--- src/rtl/mul_err_stats_pkg.sv ---
// Shared types and constants for the multiplier error-statistics block.
package mul_err_stats_pkg;

  // Run-control states.
  typedef enum logic [1:0] {
    StIdle,
    StRun,
    StDrain,
    StDone
  } state_e;

  localparam int unsigned DefPw   = 32;
  localparam int unsigned DefCntW = 16;

  // Accumulator width needed to sum 2^cnt_w values of base_w bits without wrap.
  function automatic int unsigned acc_width(input int unsigned base_w, input int unsigned cnt_w);
    return base_w + cnt_w;
  endfunction

endpackage

--- src/rtl/mul_err_absdiff.sv ---
// Registered |a-b| stage with a mismatch flag and a valid bit.
module mul_err_absdiff #(
  parameter int unsigned W = 32
) (
  input  logic         i_clk,
  input  logic         i_rst,
  input  logic         i_valid,
  input  logic [W-1:0] i_a,
  input  logic [W-1:0] i_b,
  output logic         o_valid,
  output logic [W-1:0] o_d,
  output logic         o_ne
);

  logic [W:0]   w_diff;
  logic [W-1:0] w_mag;
  logic         r_valid;
  logic [W-1:0] r_d;
  logic         r_ne;

  // Signed difference in W+1 bits; the magnitude always fits back into W bits.
  always_comb begin
    w_diff = {1'b0, i_a} - {1'b0, i_b};
    w_mag  = w_diff[W] ? W'(~w_diff + 1'b1) : w_diff[W-1:0];
  end

  // Capture magnitude and mismatch flag for each accepted pair.
  always_ff @(posedge i_clk) begin
    if (i_rst) begin
      r_valid <= 1'b0;
      r_d     <= '0;
      r_ne    <= 1'b0;
    end else begin
      r_valid <= i_valid;
      if (i_valid) begin
        r_d  <= w_mag;
        r_ne <= (i_a != i_b);
      end
    end
  end

  assign o_valid = r_valid;
  assign o_d     = r_d;
  assign o_ne    = r_ne;

endmodule

--- src/rtl/mul_err_stats.sv ---
// Error metrics (sum |e|, max |e|, error count) over a fixed-length run of
// {approx, exact} product pairs. Define MUL_ERR_STATS_SQERR_EN to add a
// registered squaring stage and the sum-of-squared-error output o_sum_se.
module mul_err_stats
  import mul_err_stats_pkg::*;
#(
  parameter int unsigned PW        = DefPw,
  parameter int unsigned N_SAMPLES = 1024,
  parameter int unsigned CNT_W     = DefCntW
) (
  input  logic                               i_clk,
  input  logic                               i_rst,
  input  logic                               i_start,
  input  logic                               i_in_valid,
  output logic                               o_in_ready,
  input  logic [PW-1:0]                      i_in_approx,
  input  logic [PW-1:0]                      i_in_exact,
  output logic                               o_busy,
  output logic                               o_done,
  output logic [acc_width(PW, CNT_W)-1:0]    o_sum_ae,
  output logic [PW-1:0]                      o_max_ae,
  output logic [CNT_W:0]                     o_err_cnt,
`ifdef MUL_ERR_STATS_SQERR_EN
  output logic [acc_width(2*PW, CNT_W)-1:0]  o_sum_se,
`endif
  output logic [CNT_W:0]                     o_sample_cnt
);

  localparam int unsigned    SumW    = acc_width(PW, CNT_W);
  localparam logic [CNT_W:0] LastCnt = (CNT_W+1)'(N_SAMPLES - 1);
  localparam logic [CNT_W:0] CntOne  = (CNT_W+1)'(1);

  state_e r_state, w_state_next;

  logic            w_accept;
  logic            w_clear;
  logic            w_pipe_busy;
  logic            w_v1;
  logic [PW-1:0]   w_d1;
  logic            w_ne1;
  logic            w_acc_v;
  logic [PW-1:0]   w_acc_d;
  logic            w_acc_ne;

  logic [SumW-1:0] r_sum_ae;
  logic [PW-1:0]   r_max_ae;
  logic [CNT_W:0]  r_err_cnt;
  logic [CNT_W:0]  r_sample_cnt;

  assign o_in_ready = (r_state == StRun);
  assign o_busy     = (r_state == StRun) || (r_state == StDrain);
  assign o_done     = (r_state == StDone);
  assign w_accept   = i_in_valid & o_in_ready;
  // A start outside IDLE/DONE is ignored; pipeline is always empty here.
  assign w_clear    = i_start && ((r_state == StIdle) || (r_state == StDone));

  // State register.
  always_ff @(posedge i_clk) begin
    if (i_rst) r_state <= StIdle;
    else       r_state <= w_state_next;
  end

  // Next-state logic.
  always_comb begin
    w_state_next = r_state;
    case (r_state)
      StIdle, StDone: if (i_start) w_state_next = StRun;
      StRun:          if (w_accept && (r_sample_cnt == LastCnt)) w_state_next = StDrain;
      StDrain:        if (!w_pipe_busy) w_state_next = StDone;
      default:        w_state_next = StIdle;
    endcase
  end

  // Accepted-pair counter.
  always_ff @(posedge i_clk) begin
    if (i_rst || w_clear) r_sample_cnt <= '0;
    else if (w_accept)    r_sample_cnt <= r_sample_cnt + CntOne;
  end

  mul_err_absdiff #(
    .W (PW)
  ) u_s1 (
    .i_clk   (i_clk),
    .i_rst   (i_rst),
    .i_valid (w_accept),
    .i_a     (i_in_approx),
    .i_b     (i_in_exact),
    .o_valid (w_v1),
    .o_d     (w_d1),
    .o_ne    (w_ne1)
  );

`ifdef MUL_ERR_STATS_SQERR_EN
  localparam int unsigned SeW = acc_width(2*PW, CNT_W);

  logic            r_v2;
  logic [PW-1:0]   r_d2;
  logic            r_ne2;
  logic [2*PW-1:0] r_sq2;
  logic [SeW-1:0]  r_sum_se;

  // Squaring stage; the other metrics ride along to keep them aligned.
  always_ff @(posedge i_clk) begin
    if (i_rst) begin
      r_v2  <= 1'b0;
      r_d2  <= '0;
      r_ne2 <= 1'b0;
      r_sq2 <= '0;
    end else begin
      r_v2 <= w_v1;
      if (w_v1) begin
        r_d2  <= w_d1;
        r_ne2 <= w_ne1;
        r_sq2 <= {{PW{1'b0}}, w_d1} * {{PW{1'b0}}, w_d1};
      end
    end
  end

  // Sum of squared error.
  always_ff @(posedge i_clk) begin
    if (i_rst || w_clear) r_sum_se <= '0;
    else if (r_v2)        r_sum_se <= r_sum_se + {{CNT_W{1'b0}}, r_sq2};
  end

  assign w_acc_v     = r_v2;
  assign w_acc_d     = r_d2;
  assign w_acc_ne    = r_ne2;
  assign w_pipe_busy = w_v1 | r_v2;
  assign o_sum_se    = r_sum_se;
`else
  assign w_acc_v     = w_v1;
  assign w_acc_d     = w_d1;
  assign w_acc_ne    = w_ne1;
  assign w_pipe_busy = w_v1;
`endif

  // Accumulators for sum, max and mismatch count.
  always_ff @(posedge i_clk) begin
    if (i_rst || w_clear) begin
      r_sum_ae  <= '0;
      r_max_ae  <= '0;
      r_err_cnt <= '0;
    end else if (w_acc_v) begin
      r_sum_ae  <= r_sum_ae + {{CNT_W{1'b0}}, w_acc_d};
      r_err_cnt <= r_err_cnt + {{CNT_W{1'b0}}, w_acc_ne};
      if (w_acc_d > r_max_ae) r_max_ae <= w_acc_d;
    end
  end

  assign o_sum_ae     = r_sum_ae;
  assign o_max_ae     = r_max_ae;
  assign o_err_cnt    = r_err_cnt;
  assign o_sample_cnt = r_sample_cnt;

endmodule

--- config.mk ---
export PLATFORM = sky130hd
export DESIGN_NAME = mul_err_stats
export DESIGN_NICKNAME = d
export VERILOG_FILES = /design/src/rtl/mul_err_stats_pkg.sv /design/src/rtl/mul_err_absdiff.sv /design/src/rtl/mul_err_stats.sv
export SDC_FILE = /design/constraint.sdc
export NUM_CORES = 1
export LEC_CHECK = 0
export CORE_ASPECT_RATIO = 0.8
export CORE_MARGIN = 1.5
export CORE_UTILIZATION = 55
export CTS_CLUSTER_DIAMETER = 40
export DETAILED_ROUTE_END_ITERATION = 10
export PLACE_DENSITY = 0.82
export SYNTH_ARGS = -nofsm -noshare
export SYNTH_HDL_FRONTEND = slang
export SYNTH_SLANG_ARGS = --single-unit
export TNS_END_PERCENT = 50
--- constraint.sdc ---
create_clock -name i_clk -period 4.4 [get_ports i_clk]
set_input_delay 0.44 -clock i_clk [delete_from_list [all_inputs] [get_ports i_clk]]
set_output_delay 0.44 -clock i_clk [all_outputs]
set_load 0.05 [all_outputs]
### After elaboration in Yosys (flattened, before gate mapping)

Index checks and enable logic that the tools add are counted.

* input port bits: 68
* register bits: 150
* output and inout port bits: 117
* word-level logic and storage cells: 38

* add/subtract/negate cells: 5
* order comparisons: 1
* mux-type cells: 5
* equality and inequality tests: 8
* reduce and logical (&&, ||, !) cells: 9
* bitwise gates (word level): 2

Operators with widths (number)
* $add 48x32->48: 1
* $sub 32x32->33: 1
* $add 32x1->32 const B: 1
* $gt 32x32->1: 1
* $mux 32: 1
* $ne 32x32->1: 1
* $not 32->32: 1
* $add 17x1->17: 1
* $add 17x1->17 const B: 1
* $eq 17x10->1 const B: 1
* $mux 2: 3
* $pmux 2 s3: 1
* $eq 2x2->1 const B: 2
* $ne 2x2->1 const B: 2
* $logic_or 1x1->1: 3
* $reduce_and 3->1: 1
* $eq 2x1->1 const B: 1
* $logic_and 1x1->1: 2
* $logic_not 2->1: 1
* $ne 2x1->1 const B: 1
* $reduce_and 2->1: 1
* $reduce_or 2->1: 1
* $and 1x1->1: 1

### Longest topological paths before layout

Gate-level depths: netlist (run 1).

* depth in word-level cells: 5
* gate-level depth with buffers: 16
* depth with buffers taken out: 15

### Cells and area by module

A second synthesis (run 1) with hierarchy kept.

* cell total of the unflattened synthesis: 1439
* area, all modules: 11255.8 sq um

Modules (own cells, without submodules)
* mul_err_stats: instances 1, sequential area each 2322.2 sq um, area each 7143.1 sq um, cells each 862
* mul_err_absdiff: instances 1, sequential area each 680.7 sq um, area each 4112.7 sq um, cells each 577

### Least setup slack after synthesis (run 1)

Ideal clock, no wire load.

* kind: in2reg
* start point: input i_in_approx[0]
* end point: register u_s1.r_d[31] (netlist: u_s1.o_d[31])
* path slack: 0.493 ns
* data required time: 4.314 ns
* buffers on the path: 1
* cell stages on the path: 16
* setup time: 0.086 ns
* arrival: 3.821 ns
* cells stage by stage: inv_1 > ha_1 > inv_1 > fa_1 > a211oi_2 > o21ai_2 > o21ai_1 > o21ai_0 > or4_4 > or3b_1 > buf_6 > nor4_4 > and3_1 > a31oi_1 > xnor2_1 > a211oi_1

* longest elaborated chain between the ends: 4

Ends and longest elaborated chain
* start, declared: RTL line mul_err_stats.sv:16 `input logic [PW-1:0] i_in_approx,`
* $sub 32x32->33 (*): RTL line mul_err_absdiff.sv:23 `w_diff = {1'b0, i_a} - {1'b0, i_b};`
* $not 32->32: RTL line mul_err_absdiff.sv:24 `w_mag = w_diff[W] ? W'(~w_diff + 1'b1) : w_diff[W-1:0];`
* $add 32x1->32: RTL line mul_err_absdiff.sv:24
* $mux 32 (*): RTL line mul_err_absdiff.sv:24
* end signal, assigned: RTL line mul_err_absdiff.sv:36 `r_d <= w_mag;`
* end, declared: RTL line mul_err_absdiff.sv:18 `logic [W-1:0] r_d;`

Mark *: on every way between the ends. The rest lies on a longest branch, timed or not.
A chain may end at the register's enable or synchronous reset.

### Worst setup path in the final report (run 1)

* start point: input i_in_approx[0]
* end point: register u_s1.r_d[26] (netlist: u_s1.o_d[26])

The elaborated chain is that of the path after synthesis.

==> impl_metrics.env, run 1 <==
export IMPL_critical_path_buf_inv_count=3
export IMPL_root_buffer="clkbuf_16"
export IMPL_seqPwrFrac_pct=33.6
export IMPL_n_fill_cell=1555
export IMPL_cpMostUsedCell="inv_1"
export IMPL_die_x_um=159.5
export IMPL_diodes=0
export IMPL_num_vias=10250
export IMPL_drt_met1_wl_mm=13.45
export IMPL_antenna_left=0
export IMPL_syn_to_final_growth_pct=24.69
export IMPL_synth_fa_ha_area_share_pct=12.45
export IMPL_p_comb_share_pct=36.2
export IMPL_skew_ps=12.89
export IMPL_synth_nets=1552
export IMPL_critical_path_cell_count=16
export IMPL_swShare_pct=36.75
export IMPL_htree_levels=4
export IMPL_die_height_um=128.2
export IMPL_async_flop_share_pct=0
export IMPL_setup_viol=0
export IMPL_synthesis_area_um2=10780
export IMPL_grt_usage_pct=27.04
export IMPL_cts_reportedPaths_clkPinSlew_ps=60
export IMPL_synthSimpleGateAreaFrac_pct=20.63
export IMPL_hold_path_class="reg -> reg"
export IMPL_netlist_cell_type_count=76
export IMPL_antenna_found_initial=0
export IMPL_synth_top_family_by_area="compound AO/OA/AOI/OAI gates"
export IMPL_layout_cells_non_filler=1810
export IMPL_avgViaCountPerCell=5.662
export IMPL_global_route_overflow_total=0
export IMPL_cp_start_kind="input port"
export IMPL_nets=1713
export IMPL_routabilityCongestion=0.9353
export IMPL_hold_viol_final=0
export IMPL_dp_final_hpwl_mm=21.40
export IMPL_critical_path_max_stage_delay_ps=560
export IMPL_crit_path_top_delay_cell="or3b_1"
export IMPL_cts_repair_resized=0
export IMPL_synthMuxAreaShare_pct=2.798
export IMPL_irDropWorstVdd_uv=304.7
export IMPL_ios=185
export IMPL_clkPwrFrac_pct=30.2
export IMPL_status="completed"
export IMPL_cts_sinks=150
export IMPL_wl_per_cell_um=15.27
export IMPL_place_ws_ps=-65.59
export IMPL_avgSynthCellArea_um2=7.820
export IMPL_drc=0
export IMPL_worstPathArrival_ps=4400
export IMPL_leakage_nw=5.305
export IMPL_p_int_w=0.002952
export IMPL_numCtsBuffers=17
export IMPL_rsz0062_at_grt="no"
export IMPL_dr_pass1_iters=7
export IMPL_dr_wl_met3_mm=1.495
export IMPL_cp_top_family="simple AND/OR/NAND/NOR gates"
export IMPL_critical_path_class="in -> reg"
export IMPL_ys_ff_latch=150
export IMPL_dieArea_um2=20450
export IMPL_crit_chain="clkdlybuf4s50_1 -> inv_1 -> ha_1 -> inv_1 -> fa_1 -> a211oi_2 -> o21ai_2 -> o21ai_1 -> o21ai_0 -> or4_4 -> or3b_1 -> nor4_2 -> and3_1 -> a21oi_1 -> xnor2_1 -> a211oi_1"
export IMPL_worstSkewPairLatency_ps=420
export IMPL_crit_required_ps=4730
export IMPL_whs_path_depth=2
export IMPL_r2r_slack_ps=660
export IMPL_top_layer_used="met4"
export IMPL_core_area_um2=19090
export IMPL_fin_crit_sh_pct=92.42
export IMPL_cp_max_fo=6
export IMPL_cts_hold_buf=0
export IMPL_r2r_cells=14
export IMPL_cts_setup_buffers=0
export IMPL_synth_seq_area_share_pct=27.87
export IMPL_first_global_vias=9359
export IMPL_wl_met2_mm=12.42
export IMPL_worst_pin_slew_ps=958.8
export IMPL_hold_slack_ps=492.4
export IMPL_synth_ff_type="dfxtp_1"
export IMPL_initial_core_util_pct=56.45
export IMPL_p_sw_w=0.001715
export IMPL_max_cap_violations=0
export IMPL_synth_edf_count=0
export IMPL_drive_gt1_share_pct=4.832
export IMPL_synth_compound_area_share_pct=21.62
export IMPL_end_kind="register"
export IMPL_rows=45
export IMPL_cts_tree="built"
export IMPL_powerDensity_nw_per_um2=347.4
export IMPL_ys_warn_count=0
export IMPL_grt_max_degree=61
export IMPL_finalWirelength_mm=27.63
export IMPL_dp_cells=1778
export IMPL_final_max_slew_viol_count=0
export IMPL_slew_headroom_pct=35.62
export IMPL_synth_cells=1378
export IMPL_first_iter_violations=515
export IMPL_period_minus_slack_ps=4067
export IMPL_final_core_util_pct=70.39
export IMPL_grt_pass1_wl_mm=45.69
export IMPL_fmax_mhz=245.9
export IMPL_setup_ws_ps=333.4
export IMPL_finalSetupTns_ps=0
export IMPL_io_buffers=184
export IMPL_synth_xor_area_share_pct=9.289
export IMPL_cts_buffer_depth=2
[worst register-to-register path, delay by kind of cell, from the launching register on]
| kind | cells | cell delay (ps) |
|---|---|---|
| flops | 1 | 420 |
| fa+ha+maj | 2 | 610 |
| simple gates | 3 | 880 |
| buf+inv | 1 | 60 |
| compound gates | 8 | 1720 |
[cells by family after synthesis]
logic type,after synthesis
mux,30
compound gates,369
simple gates,462
buf+inv,151
flops,150
fa+ha+maj,106
xor+xnor,110
[registers in the layout (all words and copies together) (netlist names)]
signal / cells
u_s1.o_ne: 1
u_s1.o_d: 32
r_state: 2
o_sample_cnt: 17
o_sum_ae: 48
o_max_ae: 32
o_err_cnt: 17
u_s1.o_valid: 1
[per-layer routing]
layer	track usage, %	vias up
met3	4.400	22
met1	38.38	4700
met4	5.327	0
met2	43.41	308
li1	-	5218
met5	0	-
[layout by cell type, fill, tap and decap left out, drive strengths merged, types with 4 or more instances in the layout]
cell type      count
a21o              38
inv               92
and3              22
o21bai            12
o31ai              9
nor4               6
o211a              4
o21ai            102
clkdlybuf4s50    184
clkinv             4
o21a              12
and2               6
a31oi             10
nor3              17
a21boi             6
or3               25
a311oi             5
nand2            119
buf               18
a21oi            104
ha               104
and4               5
clkbuf            20
nand3             56
mux2i             29
dfxtp            150
nor2b              7
a211oi            35
xor2              50
o211ai             7
nor2             149
o31a               4
nand4             29
clkinvlp           5
xnor2             60
nand2b             6
[per-stage QoR]
stage / instance area (um2) / power [W]
finish: 13440 / 0.004668
global placement: 12870 / 0.003220
global route: 13440 / 0.004941
floorplan: 10780 / 0.002807
detailed placement: 12870 / 0.003258
CTS: 13440 / 0.004674
[power groups by stage]
stage                     Combinational [W]  Clock [W]  Sequential, W
after floorplan                     0.00124          0        0.00157
after global placement              0.00163          0        0.00159
after detailed placement            0.00167          0        0.00159
after CTS                           0.00168    0.00143        0.00156
after global routing                0.00188    0.00149        0.00157
final                               0.00169    0.00141        0.00157
[area by class of cell]
| cell class | count | area, um2 | share of cell area, % |
|---|---|---|---|
| clock buffers | 20 | 436.7 | 3.250 |
| clock inverters | 12 | 130.1 | 0.9685 |
| inverters | 91 | 341.6 | 2.542 |
| multi-input cells | 1077 | 7211 | 53.67 |
| flip-flops and latches | 150 | 3004 | 22.36 |
| well taps | 258 | 322.8 | 2.403 |
| repair buffers | 202 | 1989 | 14.81 |
[path summary, 6_finish.rpt]
kind                       end      startpoint
setup / recovery  u_s1.o_d[26]  i_in_approx[0]
setup reg to reg  o_sum_ae[42]     u_s1.o_d[0]
hold / removal    o_max_ae[26]    o_max_ae[26]
hold reg to reg   o_max_ae[26]    o_max_ae[26]
[cells in the mapped netlist, drive strengths merged, types with 7 or more instances]
master | n | area, um2
nor2 | 149 | 559.3
xor2 | 50 | 437.9
o211ai | 7 | 52.55
or3 | 25 | 156.4
nand3 | 56 | 285.3
inv | 91 | 341.6
o31ai | 9 | 77.57
o21bai | 12 | 90.09
a21o | 38 | 285.3
a21oi | 104 | 520.5
clkbuf | 53 | 198.9
xnor2 | 60 | 563.0
buf | 7 | 35.03
o21ai | 102 | 518.0
a211oi | 35 | 267.8
nand4 | 29 | 187.7
a31oi | 10 | 62.56
nor2b | 7 | 51.30
mux2i | 29 | 290.3
o21a | 12 | 90.09
ha | 104 | 1301
and3 | 22 | 137.6
nor3 | 17 | 85.08
nand2 | 119 | 446.7
dfxtp | 150 | 3003
Power figures use the tool's default switching activity.
==> inputs of run 2 (changes only) <==
CORE_ASPECT_RATIO = 1.5   (was 0.8)
==> impl_metrics.env, run 2 (synthesis results as in run 1) <==
export IMPL_status="completed"
export IMPL_r2r_end="o_sum_ae[34]"
export IMPL_regArea_um2=3004
export IMPL_htree_levels=4
export IMPL_irDropWorstVdd_uv=300.9
export IMPL_crit_start="i_in_exact[0]"
export IMPL_antenna_left=0
export IMPL_nets=1710
export IMPL_cts_buffer_depth=2
export IMPL_final_cell_mix="184 x clkdlybuf4s50_1, 149 x nor2_1, 149 x dfxtp_1, 119 x nand2_1, 104 x ha_1"
export IMPL_rsz0062_at_grt="no"
export IMPL_hold_path_class="reg -> reg"
export IMPL_period_minus_slack_ps=4071
export IMPL_fin_crit_sh_pct=92.53
export IMPL_numCtsBuffers=17
export IMPL_dieArea_um2=20460
export IMPL_p_sw_w=0.001747
export IMPL_fmax_mhz=245.6
export IMPL_place_ws_ps=-58.64
export IMPL_ios=185
export IMPL_max_cap_violations=0
export IMPL_diodes=0
export IMPL_swShare_pct=37.99
export IMPL_critical_path_buf_inv_count=2
export IMPL_crit_chain="clkdlybuf4s50_1 -> ha_1 -> inv_1 -> fa_1 -> a211oi_2 -> o21ai_2 -> o21ai_1 -> o21ai_0 -> or4_4 -> or3b_1 -> nor4_4 -> a41oi_2 -> o21bai_1 -> xor2_1 -> o31ai_2"
export IMPL_cts_reportedPaths_clkPinSlew_ps=60
export IMPL_cts_repair_resized=0
export IMPL_p_comb_share_pct=36.6
export IMPL_finalWirelength_mm=27.18
export IMPL_hold_viol_final=0
export IMPL_worstSkewPairLatency_ps=430
export IMPL_num_vias=10390
export IMPL_crit_path_top_delay_cell="or4_4"
export IMPL_cts_hold_buf=0
export IMPL_core_area_um2=19160
export IMPL_final_common_cell="clkdlybuf4s50_1"
export IMPL_r2r_slack_ps=480
export IMPL_drc=0
export IMPL_r2r_cells=14
export IMPL_global_route_overflow_total=0
export IMPL_n_fill_cell=1596
export IMPL_antenna_found_initial=0
export IMPL_critical_path_cell_count=15
export IMPL_powerDensity_nw_per_um2=343.3
export IMPL_dr_pass1_iters=5
export IMPL_cts_sinks=150
export IMPL_clkPwrFrac_pct=29.4
export IMPL_p_int_w=0.002851
export IMPL_end_kind="register"
export IMPL_avgViaCountPerCell=5.757
export IMPL_first_iter_violations=686
export IMPL_wl_per_cell_um=15.06
export IMPL_rows=62
export IMPL_cp_start_kind="input port"
export IMPL_multi_input_area_um2=7211
export IMPL_io_buffers=184
export IMPL_grt_max_degree=66
export IMPL_grt_usage_pct=27.32
export IMPL_root_buffer="clkbuf_16"
export IMPL_drive_gt1_share_pct=4.777
export IMPL_dp_cells=1773
export IMPL_cts_tree="built"
export IMPL_layout_cells_non_filler=1805
export IMPL_leakage_nw=5.292
export IMPL_syn_to_final_growth_pct=24.27
export IMPL_cp_top_family="simple AND/OR/NAND/NOR gates"
export IMPL_rr_startpoint="o_sum_ae[0]"
export IMPL_seqPwrFrac_pct=34.0
export IMPL_grt_pass1_wl_mm=45.44
export IMPL_die_height_um=174.4
export IMPL_final_max_slew_viol_count=0
export IMPL_crit_end="u_s1.o_d[20]"
export IMPL_critical_path_class="in -> reg"
export IMPL_setup_ws_ps=328.6
export IMPL_cp_max_fo=5
export IMPL_initial_core_util_pct=56.24
export IMPL_critical_path_max_stage_delay_ps=550
export IMPL_largest_reg_flops=48
export IMPL_first_global_vias=9861
export IMPL_die_x_um=117.3
export IMPL_crit_required_ps=4730
export IMPL_slew_headroom_pct=37.69
export IMPL_routabilityCongestion=0.9443
export IMPL_worst_pin_slew_ps=928.0
export IMPL_cts_setup_buffers=0
export IMPL_worstPathArrival_ps=4400
export IMPL_setup_viol=0
export IMPL_skew_ps=11.68
export IMPL_dp_final_hpwl_mm=21.26
run 2: cell count changes in the layout (fill, tap and decap cells not counted), sizes merged:
cell / delta
bufinv: -2
clkinv: +1
buf: -3
clkbuf: -2
inv: +6
clkinvlp: -3
run 2: layer usage:
| layer | global-route usage, % | wire length (um) | vias to the layer above |
|---|---|---|---|
| li1 | - | - | 5194 |
| met2 | 48.81 | 14030 | 287 |
| met3 | 3.068 | 1009 | 73 |
| met5 | 0 | 0 | - |
| met1 | 31.44 | 10950 | 4838 |
| met4 | 13.50 | 1191 | 0 |
run 2: power by group through the flow:
stage	Clock, W	Sequential, W	Combinational, W
3_5_place_dp	0	0.00159	0.00166
2_1_floorplan	0	0.00157	0.00124
3_3_place_gp	0	0.00158	0.00162
6_report	0.00135	0.00156	0.00168
5_1_grt	0.00143	0.00157	0.00187
4_1_cts	0.00137	0.00156	0.00168
run 2: how the worst min path moves through the flow:
stage	startpoint	end	slack (ps)	depth (start not counted)
global placement	o_max_ae[25]	o_max_ae[25]	470	2
global route	o_max_ae[27]	o_max_ae[27]	530	2
floorplan	u_s1.o_d[30]	o_max_ae[30]	460	2
finish	o_max_ae[3]	o_max_ae[3]	490	2
CTS	o_max_ae[27]	o_max_ae[27]	500	2
detailed placement	o_max_ae[27]	o_max_ae[27]	490	2
run 2: final cells by class:
| class | instances | share of cell area, % |
|---|---|---|
| repair buffers | 199 | 14.69 |
| well taps | 256 | 2.392 |
| clock buffers | 18 | 3.205 |
| flip-flops and latches | 150 | 22.44 |
| inverters | 91 | 2.551 |
| clock inverters | 14 | 0.8783 |
| multi-input cells | 1077 | 53.85 |
run 2: tightest hold or removal path, stage by stage (launching register included):
cell and delay, ps:
dfxtp_1 320, nand3_1 60, o21ai_0 60
run 2: metrics by stage:
stage | cell area [um2] | util [%] | power, W | TNS (ps) | hold WS [ps]
floorplan | 10780 | - | 0.002807 | 0 | 464.6
global placement | 12840 | 67.03 | 0.003208 | 0 | 472.3
detailed placement | 12840 | 67.03 | 0.003251 | -175.3 | 486.2
CTS | 13390 | 69.88 | 0.004609 | 0 | 497.0
global route | 13390 | 69.88 | 0.004879 | 0 | 526.5
finish | 13390 | 69.88 | 0.004597 | 0 | 490.5
==> inputs of run 3 (changes only) <==
HOLD_SLACK_MARGIN = 0.03   (was default)
==> results of run 3 <==
Final layout, timing and power as in run 2 (identical DEF).
